File: src/rtl/pc_redirect_unit_if.sv
// Fetch-PC interface: hazard/MEM-stage controls in, fetch PC and flush/trap status out.
interface pc_redirect_unit_if #(
  parameter int unsigned WIDTH = 32
);
  logic             PCWrite;
  logic             Redirect;
  logic [WIDTH-1:0] RedirectTarget;
  logic [WIDTH-1:0] PCResult;
  logic [WIDTH-1:0] PCPlusInc;
  logic             Flush;
  logic             RedirectPending;
  logic             Trap;
  logic [WIDTH-1:0] EPC;

  modport master (
    output PCWrite, Redirect, RedirectTarget,
    input  PCResult, PCPlusInc, Flush, RedirectPending, Trap, EPC
  );

  modport slave (
    input  PCWrite, Redirect, RedirectTarget,
    output PCResult, PCPlusInc, Flush, RedirectPending, Trap, EPC
  );
endinterface

File: src/rtl/pc_redirect_unit.sv
// Fetch program counter with stall-tolerant branch/jump redirect and misaligned-target trap.
module pc_redirect_unit #(
  parameter int unsigned     WIDTH        = 32,
  parameter logic [WIDTH-1:0] RESET_VECTOR = '0,
  parameter int unsigned     INC          = 4,
  parameter logic [WIDTH-1:0] TRAP_VECTOR  = WIDTH'('h80),
  parameter int unsigned     ALIGN_BITS   = 2
) (
  input logic               Clk,
  input logic               Reset,
  pc_redirect_unit_if.slave bus
);

  logic [WIDTH-1:0] pc;
  logic [WIDTH-1:0] pending_target;
  logic [WIDTH-1:0] epc;
  logic             pending;
  logic             flush;
  logic             trap;
  logic             misaligned_c;

  // A zero-width alignment field disables the trap entirely.
  generate
    if (ALIGN_BITS == 0) begin : g_no_align
      assign misaligned_c = 1'b0;
    end else begin : g_align
      assign misaligned_c = bus.Redirect && (bus.RedirectTarget[ALIGN_BITS-1:0] != '0);
    end
  endgenerate

  // Rules are prioritised: trap, redirect, stalled redirect, pending release, advance, hold.
  always_ff @(posedge Clk or posedge Reset) begin
    if (Reset) begin
      pc             <= RESET_VECTOR;
      pending_target <= '0;
      epc            <= '0;
      pending        <= 1'b0;
      flush          <= 1'b0;
      trap           <= 1'b0;
    end else begin
      flush <= 1'b0;
      trap  <= 1'b0;
      if (misaligned_c) begin
        pc      <= TRAP_VECTOR;
        epc     <= bus.RedirectTarget;
        trap    <= 1'b1;
        flush   <= 1'b1;
        pending <= 1'b0;
      end else if (bus.Redirect && bus.PCWrite) begin
        pc      <= bus.RedirectTarget;
        flush   <= 1'b1;
        pending <= 1'b0;
      end else if (bus.Redirect) begin
        pending_target <= bus.RedirectTarget;
        pending        <= 1'b1;
        flush          <= 1'b1;
      end else if (pending && bus.PCWrite) begin
        // Pipeline was already squashed when the redirect was captured.
        pc      <= pending_target;
        pending <= 1'b0;
      end else if (bus.PCWrite) begin
        pc <= pc + WIDTH'(INC);
      end
    end
  end

  assign bus.PCResult        = pc;
  assign bus.PCPlusInc       = pc + WIDTH'(INC);
  assign bus.Flush           = flush;
  assign bus.RedirectPending = pending;
  assign bus.Trap            = trap;
  assign bus.EPC             = epc;

endmodule

File: src/flat_wrapper.sv
// flat-port wrapper written by rule: the top's interface ports become plain ports
module pc_redirect_unit_flat 
#(
  parameter int unsigned     WIDTH        = 32,
  parameter logic [WIDTH-1:0] RESET_VECTOR = '0,
  parameter int unsigned     INC          = 4,
  parameter logic [WIDTH-1:0] TRAP_VECTOR  = WIDTH'('h80),
  parameter int unsigned     ALIGN_BITS   = 2
)
  (Clk, Reset, bus_PCWrite, bus_Redirect, bus_RedirectTarget, bus_PCResult, bus_PCPlusInc, bus_Flush, bus_RedirectPending, bus_Trap, bus_EPC);
  pc_redirect_unit_if #(.WIDTH(WIDTH)) bus_i ();
  input logic Clk;
  input logic Reset;
  input wire logic [$bits(bus_i.PCWrite)-1:0] bus_PCWrite;
  input wire logic [$bits(bus_i.Redirect)-1:0] bus_Redirect;
  input wire logic [$bits(bus_i.RedirectTarget)-1:0] bus_RedirectTarget;
  output wire logic [$bits(bus_i.PCResult)-1:0] bus_PCResult;
  output wire logic [$bits(bus_i.PCPlusInc)-1:0] bus_PCPlusInc;
  output wire logic [$bits(bus_i.Flush)-1:0] bus_Flush;
  output wire logic [$bits(bus_i.RedirectPending)-1:0] bus_RedirectPending;
  output wire logic [$bits(bus_i.Trap)-1:0] bus_Trap;
  output wire logic [$bits(bus_i.EPC)-1:0] bus_EPC;
  assign bus_i.PCWrite = bus_PCWrite;
  assign bus_i.Redirect = bus_Redirect;
  assign bus_i.RedirectTarget = bus_RedirectTarget;
  assign bus_PCResult = bus_i.PCResult;
  assign bus_PCPlusInc = bus_i.PCPlusInc;
  assign bus_Flush = bus_i.Flush;
  assign bus_RedirectPending = bus_i.RedirectPending;
  assign bus_Trap = bus_i.Trap;
  assign bus_EPC = bus_i.EPC;
  pc_redirect_unit #(.WIDTH(WIDTH), .RESET_VECTOR(RESET_VECTOR), .INC(INC), .TRAP_VECTOR(TRAP_VECTOR), .ALIGN_BITS(ALIGN_BITS)) u_core (.Clk(Clk), .Reset(Reset), .bus(bus_i));
endmodule
File: config.mk
export PLATFORM = sky130hd
export DESIGN_NAME = pc_redirect_unit_flat
export DESIGN_NICKNAME = d
export VERILOG_FILES = /design/src/rtl/pc_redirect_unit_if.sv /design/src/rtl/pc_redirect_unit.sv /design/src/flat_wrapper.sv
export SDC_FILE = /design/constraint.sdc
export NUM_CORES = 1
export LEC_CHECK = 0
export ABC_AREA = 1
export ABC_CLOCK_PERIOD_IN_PS = 3300
export BUFFER_PORTS_ARGS = -buffer_cell sky130_fd_sc_hd__buf_2
export CAP_MARGIN = 20
export CORE_ASPECT_RATIO = 1.25
export CORE_MARGIN = 4
export CORE_UTILIZATION = 40
export CTS_BUF_LIST = sky130_fd_sc_hd__clkbuf_2 sky130_fd_sc_hd__clkbuf_4 sky130_fd_sc_hd__clkbuf_8
export CTS_CLUSTER_DIAMETER = 150
export DETAILED_ROUTE_END_ITERATION = 10
export GPL_ROUTABILITY_DRIVEN = 0
export HOLD_SLACK_MARGIN = 0.03
export PLACE_DENSITY = 0.65
export SETUP_SLACK_MARGIN = 0.4
export SKIP_CTS_REPAIR_TIMING = 1
export SYNTH_ARGS = -nofsm -noshare
export SYNTH_HDL_FRONTEND = slang
export SYNTH_SLANG_ARGS = --single-unit
File: constraint.sdc
create_clock -name Clk -period 3.3 [get_ports Clk]
set_input_delay 0.33 -clock Clk [delete_from_list [all_inputs] [get_ports Clk]]
set_output_delay 0.33 -clock Clk [all_outputs]
set_load 0.005 [all_outputs]
# Word-level counts from Yosys, hierarchy flattened
# Cells that the tools add are included.
[classes]
n_addsub = 1
n_eq_ne = 1
n_bitwise = 2
n_reduce_logical = 8
mux = 13
[ops]
columns = ["cell", "count"]
rows = [
  ["$mux 32", 5],
  ["$add 32x3->32 const B", 1],
  ["$mux 1", 8],
  ["$reduce_bool 4->1", 2],
  ["$logic_and 1x1->1", 3],
  ["$ne 3x1->1 const B", 1],
  ["$reduce_and 3->1", 1],
  ["$not 1->1", 2],
  ["$reduce_and 2->1", 1],
  ["$reduce_bool 2->1", 1],
]
[totals]
output_inout_bits = 99
inputBits = 36
elab_cells = 31
regBits = 99

# Depth between registers and ports, before layout
[depth]
depth_word = 6
ltp_mapped = 12
ltp_nobuf = 12

# Worst setup path before layout
# Ideal clock, no wire load.
[synth_path]
path_type = "reg-to-output"
start = "reg u_core.pc[3] (netlist: u_core.bus.PCResult[3])"
end = "out bus_PCPlusInc[26]"
t_required_ns = 2.970
t_arrival_ns = 1.286
stages_incl_launch_ff = 8
path_slack_ns = 1.684
path_buffers = 0
path_cell_list = "dfrtp_1 -> ha_1 -> nand2_2 -> nor2_4 -> nand2_4 -> nor2_2 -> nand3_1 -> and2_1"
[synth_between]
elab_chain_cells = 1
[synth_lines]
columns = ["element", "line_no", "text"]
rows = [
  ["from (decl)", "pc_redirect_unit.sv:14", "logic [WIDTH-1:0] pc;"],
  ["from (signal assigned)", "pc_redirect_unit.sv:50", "pc <= bus.RedirectTarget;"],
  ["from (signal assigned)", "pc_redirect_unit.sv:59", "pc <= pending_target;"],
  ["from (signal assigned)", "pc_redirect_unit.sv:62", "pc <= pc + WIDTH'(INC);"],
  ["$add 32x3->32", "pc_redirect_unit.sv:68", "assign bus.PCPlusInc = pc + WIDTH'(INC);"],
  ["to (decl)", "flat_wrapper.sv:18", "output wire logic [$bits(bus_i.PCPlusInc)-1:0] bus_PCPlusInc;"],
]
# No other way between the ends.

# Final worst setup path
[layout_path]
start = "reg u_core.pc[2] (netlist: u_core.bus.PCResult[2])"
end = "out bus_PCPlusInc[30]"
# Same word-level chain as after synthesis.

==> flow_results.xml <==
<?xml version="1.0" encoding="UTF-8"?>
<metrics>
  <group name="status">
    <metric name="outcome" unit="">finished clean</metric>
  </group>
  <group name="floorplan">
    <metric name="core-area" unit="sq um">13200</metric>
    <metric name="num_rows" unit="">47</metric>
    <metric name="pin_count" unit="">135</metric>
    <metric name="die_y" unit="um">137</metric>
    <metric name="fp.dieW" unit="um">111</metric>
    <metric name="floorplan.initialDensity" unit="">0.406</metric>
    <metric name="floorplan_die_area" unit="sq um">15300</metric>
  </group>
  <group name="setup_path">
    <metric name="worstPathRequired" unit="ps">2970</metric>
    <metric name="cp_common_cell" unit="">sky130_fd_sc_hd__nor2_4</metric>
    <metric name="timing.reg2reg.setup_slack" unit="ps">1530</metric>
    <metric name="timing.critical_path.arrival" unit="ps">1990</metric>
    <metric name="crit_path_cell_trace" unit="">ha_1 &gt; nand2_2 &gt; nor2_4 &gt; nand2_4 &gt; nor2_4 &gt; nand3_1 &gt; and2_1 &gt; buf_2</metric>
    <metric name="worstSetupEndpointType" unit="">output pin</metric>
    <metric name="worst-setup-path-type" unit="">reg -&gt; out</metric>
    <metric name="buffers_plus_inverters_on_the_worst_setup_path" unit="">1</metric>
    <metric name="slowest_stage_delay_on_critical_path" unit="ps">450</metric>
    <metric name="critPathMaxFanout" unit="">6</metric>
    <metric name="critical_path.slowest_cell" unit="">sky130_fd_sc_hd__dfrtp_1</metric>
    <metric name="crit_path_start_kind" unit="">flop</metric>
    <metric name="worst_path_dominant_cell_family" unit="">simple AND/OR/NAND/NOR gates</metric>
  </group>
  <group name="global_route">
    <metric name="grt_pass1_vias" unit="">4789</metric>
    <metric name="grt_max_degree" unit="">100</metric>
    <metric name="grt_first_pass_wirelength" unit="mm">24.7</metric>
    <metric name="global_route_usage_over_all_layers" unit="">0.202</metric>
    <metric name="overflow" unit="">0</metric>
    <metric name="number_of_antenna_violations_at_the_first_check_in_global_routing" unit="">0</metric>
  </group>
  <group name="drt">
    <metric name="detailroute.via_count" unit="">5048</metric>
    <metric name="drt_drc_violations_left" unit="">0</metric>
    <metric name="first_pass_iters" unit="">5</metric>
    <metric name="drt_initial_violations" unit="">270</metric>
    <metric name="wirelength" unit="mm">15.3</metric>
    <metric name="wl_per_cell" unit="um">14.5</metric>
    <metric name="vias_per_cell" unit="">4.78</metric>
    <metric name="ant_nets" unit="">0</metric>
  </group>
  <group name="clocking">
    <metric name="ctsHtreeMaxLevel" unit="">3</metric>
    <metric name="clk_root_buffer_cell" unit="">sky130_fd_sc_hd__clkbuf_8</metric>
    <metric name="clock_tree_from_tritoncts" unit="">built</metric>
    <metric name="clock_path_buffers" unit="">2</metric>
    <metric name="clk_transition_reported_paths" unit="ps">90</metric>
    <metric name="clk-insertion-delay-late" unit="ps">360</metric>
    <metric name="cts-buffers-inserted" unit="">9</metric>
    <metric name="numClockSinks" unit="">99</metric>
  </group>
  <group name="sta">
    <metric name="timing.fmax" unit="GHz">0.431</metric>
    <metric name="finalMaxSlewViolations" unit="">0</metric>
    <metric name="finalCriticalPeriod" unit="ps">2320</metric>
    <metric name="number_of_hold_violations_in_the_final_report" unit="">0</metric>
    <metric name="max_slew_margin" unit="">0.518</metric>
    <metric name="grt_setup_unrepaired" unit="">false</metric>
    <metric name="clock_skew" unit="ps">12.0</metric>
    <metric name="finalSetupViolations" unit="">0</metric>
    <metric name="period_share" unit="">0.703</metric>
    <metric name="fin_tns_setup" unit="ps">0</metric>
    <metric name="tightest_slew" unit="ps">723</metric>
  </group>
  <group name="yosys">
    <metric name="syn_inst" unit="">760</metric>
    <metric name="list_of_most_frequent_post_synthesis_cells" unit="">sky130_fd_sc_hd__nand2_1, sky130_fd_sc_hd__dfrtp_1, sky130_fd_sc_hd__inv_1, sky130_fd_sc_hd__nor2_1, sky130_fd_sc_hd__o21ai_0</metric>
    <metric name="postSynthAreaPerCell" unit="sq um">7.04</metric>
    <metric name="cell_area_after_synthesis" unit="sq um">5350</metric>
    <metric name="yosys_most_used_dff" unit="">sky130_fd_sc_hd__dfrtp_1</metric>
    <metric name="synth.largest_area_cell" unit="">sky130_fd_sc_hd__dfrtp_1</metric>
    <metric name="synth_seq_cells" unit="">99</metric>
    <metric name="yosys_warnings" unit="">0</metric>
    <metric name="synthDistinctLibCells" unit="">26</metric>
    <metric name="seq_area_frac_synth" unit="">0.463</metric>
    <metric name="synthTopCellsByArea" unit="">sky130_fd_sc_hd__dfrtp_1, sky130_fd_sc_hd__nand2_1, sky130_fd_sc_hd__inv_1</metric>
    <metric name="synth_most_common_cell" unit="">sky130_fd_sc_hd__nand2_1</metric>
    <metric name="synth_nets" unit="">797</metric>
    <metric name="async_sr_flop_fraction" unit="">1.00</metric>
    <metric name="count_of_flip_flops_with_a_built_in_enable_after_synthesis" unit="">0</metric>
    <metric name="synth_top_cell_area_share" unit="">0.463</metric>
  </group>
  <group name="finish">
    <metric name="nNetsFinal" unit="">917</metric>
    <metric name="insertedDiodeCount" unit="">0</metric>
    <metric name="final_layout_size_suffix_gt1_frac" unit="">0.210</metric>
    <metric name="final-instance-count-excl-fill" unit="">1056</metric>
    <metric name="area_growth_syn_to_layout" unit="%">18.6</metric>
  </group>
  <group name="placed_design">
    <metric name="hpwlAfterDp" unit="mm">11.1</metric>
    <metric name="placed_cells" unit="">1040</metric>
    <metric name="numPortBuffers" unit="">134</metric>
  </group>
  <group name="power">
    <metric name="ir_drop" unit="mV">0.218</metric>
    <metric name="power_per_cell_area" unit="nW/um^2">437</metric>
    <metric name="power.static_leakage" unit="nW">3.54</metric>
  </group>
  <group name="run">
    <metric name="cap_viol_max_count" unit="">0</metric>
  </group>
  <group name="hold_path">
    <metric name="hold_path.class" unit="">in -&gt; async</metric>
  </group>
</metrics>
final cells by class:
cell class / count / area [sq um]
multi-input cells: 546 / 2410
well taps: 171 / 214
clock inverters: 4 / 51.3
clock buffers: 12 / 146
fillers: 1403 / 6830
inverters: 84 / 319
repair buffers: 140 / 728
flip-flops and latches: 99 / 2480
where the power goes:
part,total (W),internal [W],leakage (nW),switching (W)
Sequential,0.00145,0.00135,1.26,0.000105
Combinational,0.000509,0.000204,2.18,0.000306
Clock,0.000808,0.000377,0.101,0.000431
Total,0.00277,0.00193,3.54,0.000842
routing by layer:
metal  part of all wire  vias to the layer above  track usage
met5                  0                        -            0
met4              0.015                        0       0.0541
met3              0.055                       17       0.0338
met2               0.48                      153        0.336
met1               0.45                     2306        0.275
li1                   -                     2572            -
worst min-delay path: stages:
cell	delay [ps]
sky130_fd_sc_hd__buf_2	110
sky130_fd_sc_hd__clkinvlp_4	70
sky130_fd_sc_hd__buf_12	400
kinds of logic (layout without fill, tap and decap cells):
group,count (synthesis),after routing,synth area share
AOI/OAI and AO/OA,106,106,0.102
and+or+nand+nor,433,433,0.336
adders and majority gates,1,1,0.00234
DFF,99,99,0.463
buffers and inverters,115,240,0.0870
xor gates and xnor gates,6,6,0.00982
through the flow:
stage / worst slack, ps / cell area (sq um) / total power (W) / utilization / hold WS, ps
after floorplan: 1680 / 5360 / 0.00176 / - / 428
after global placement: 1000 / 6150 / 0.00198 / 0.467 / 450
after detailed placement: 878 / 6150 / 0.00199 / 0.467 / 453
after CTS: 963 / 6340 / 0.00279 / 0.482 / 129
after global routing: 828 / 6340 / 0.00294 / 0.482 / 125
final: 981 / 6340 / 0.00277 / 0.482 / 96.5
sequential cells by signal (all words and copies together) (netlist names):
signal,cells
u_core.bus.EPC,32
u_core.bus.PCResult,32
u_core.pending_target,32
u_core.bus.Flush,1
u_core.bus.RedirectPending,1
u_core.bus.Trap,1
final timing paths:
path	startpoint	end	cells past startpoint
setup / recovery	u_core.bus.PCResult[2]$_DFFE_PP0P_	bus_PCPlusInc[30]	8
hold / removal	Reset	u_core.bus.EPC[31]$_DFFE_PP0N_	3
setup reg to reg	u_core.bus.PCResult[2]$_DFFE_PP0P_	u_core.bus.PCResult[28]$_DFFE_PP0P_	12
hold reg to reg	u_core.pending_target[0]$_DFFE_PP0P_	u_core.pending_target[0]$_DFFE_PP0P_	2
max in group asynchronous	Reset	u_core.bus.PCResult[18]$_DFFE_PP0P_	3
min in group Clk	bus_RedirectTarget[1]	u_core.bus.EPC[1]$_DFFE_PP0N_	3
layout by cell type (no fill, tap or decap), types with 2 or more instances in the layout:
cell type and instances:
sky130_fd_sc_hd__clkbuf_8 9, sky130_fd_sc_hd__nor2_2 9, sky130_fd_sc_hd__clkinvlp_4 2, sky130_fd_sc_hd__nand2_4 2
sky130_fd_sc_hd__xnor2_1 4, sky130_fd_sc_hd__nand3_1 25, sky130_fd_sc_hd__inv_1 79, sky130_fd_sc_hd__xor2_1 2
sky130_fd_sc_hd__inv_2 4, sky130_fd_sc_hd__dfrtp_1 99, sky130_fd_sc_hd__nand2_1 315, sky130_fd_sc_hd__a21oi_1 17
sky130_fd_sc_hd__nor2_1 56, sky130_fd_sc_hd__buf_2 134, sky130_fd_sc_hd__nor2_4 6, sky130_fd_sc_hd__o21ai_1 35
sky130_fd_sc_hd__and2_1 7, sky130_fd_sc_hd__buf_4 5, sky130_fd_sc_hd__nand2_2 6, sky130_fd_sc_hd__o21ai_0 51
sky130_fd_sc_hd__nand3b_1 5, sky130_fd_sc_hd__clkbuf_4 3
Power figures use the tool's default switching activity.
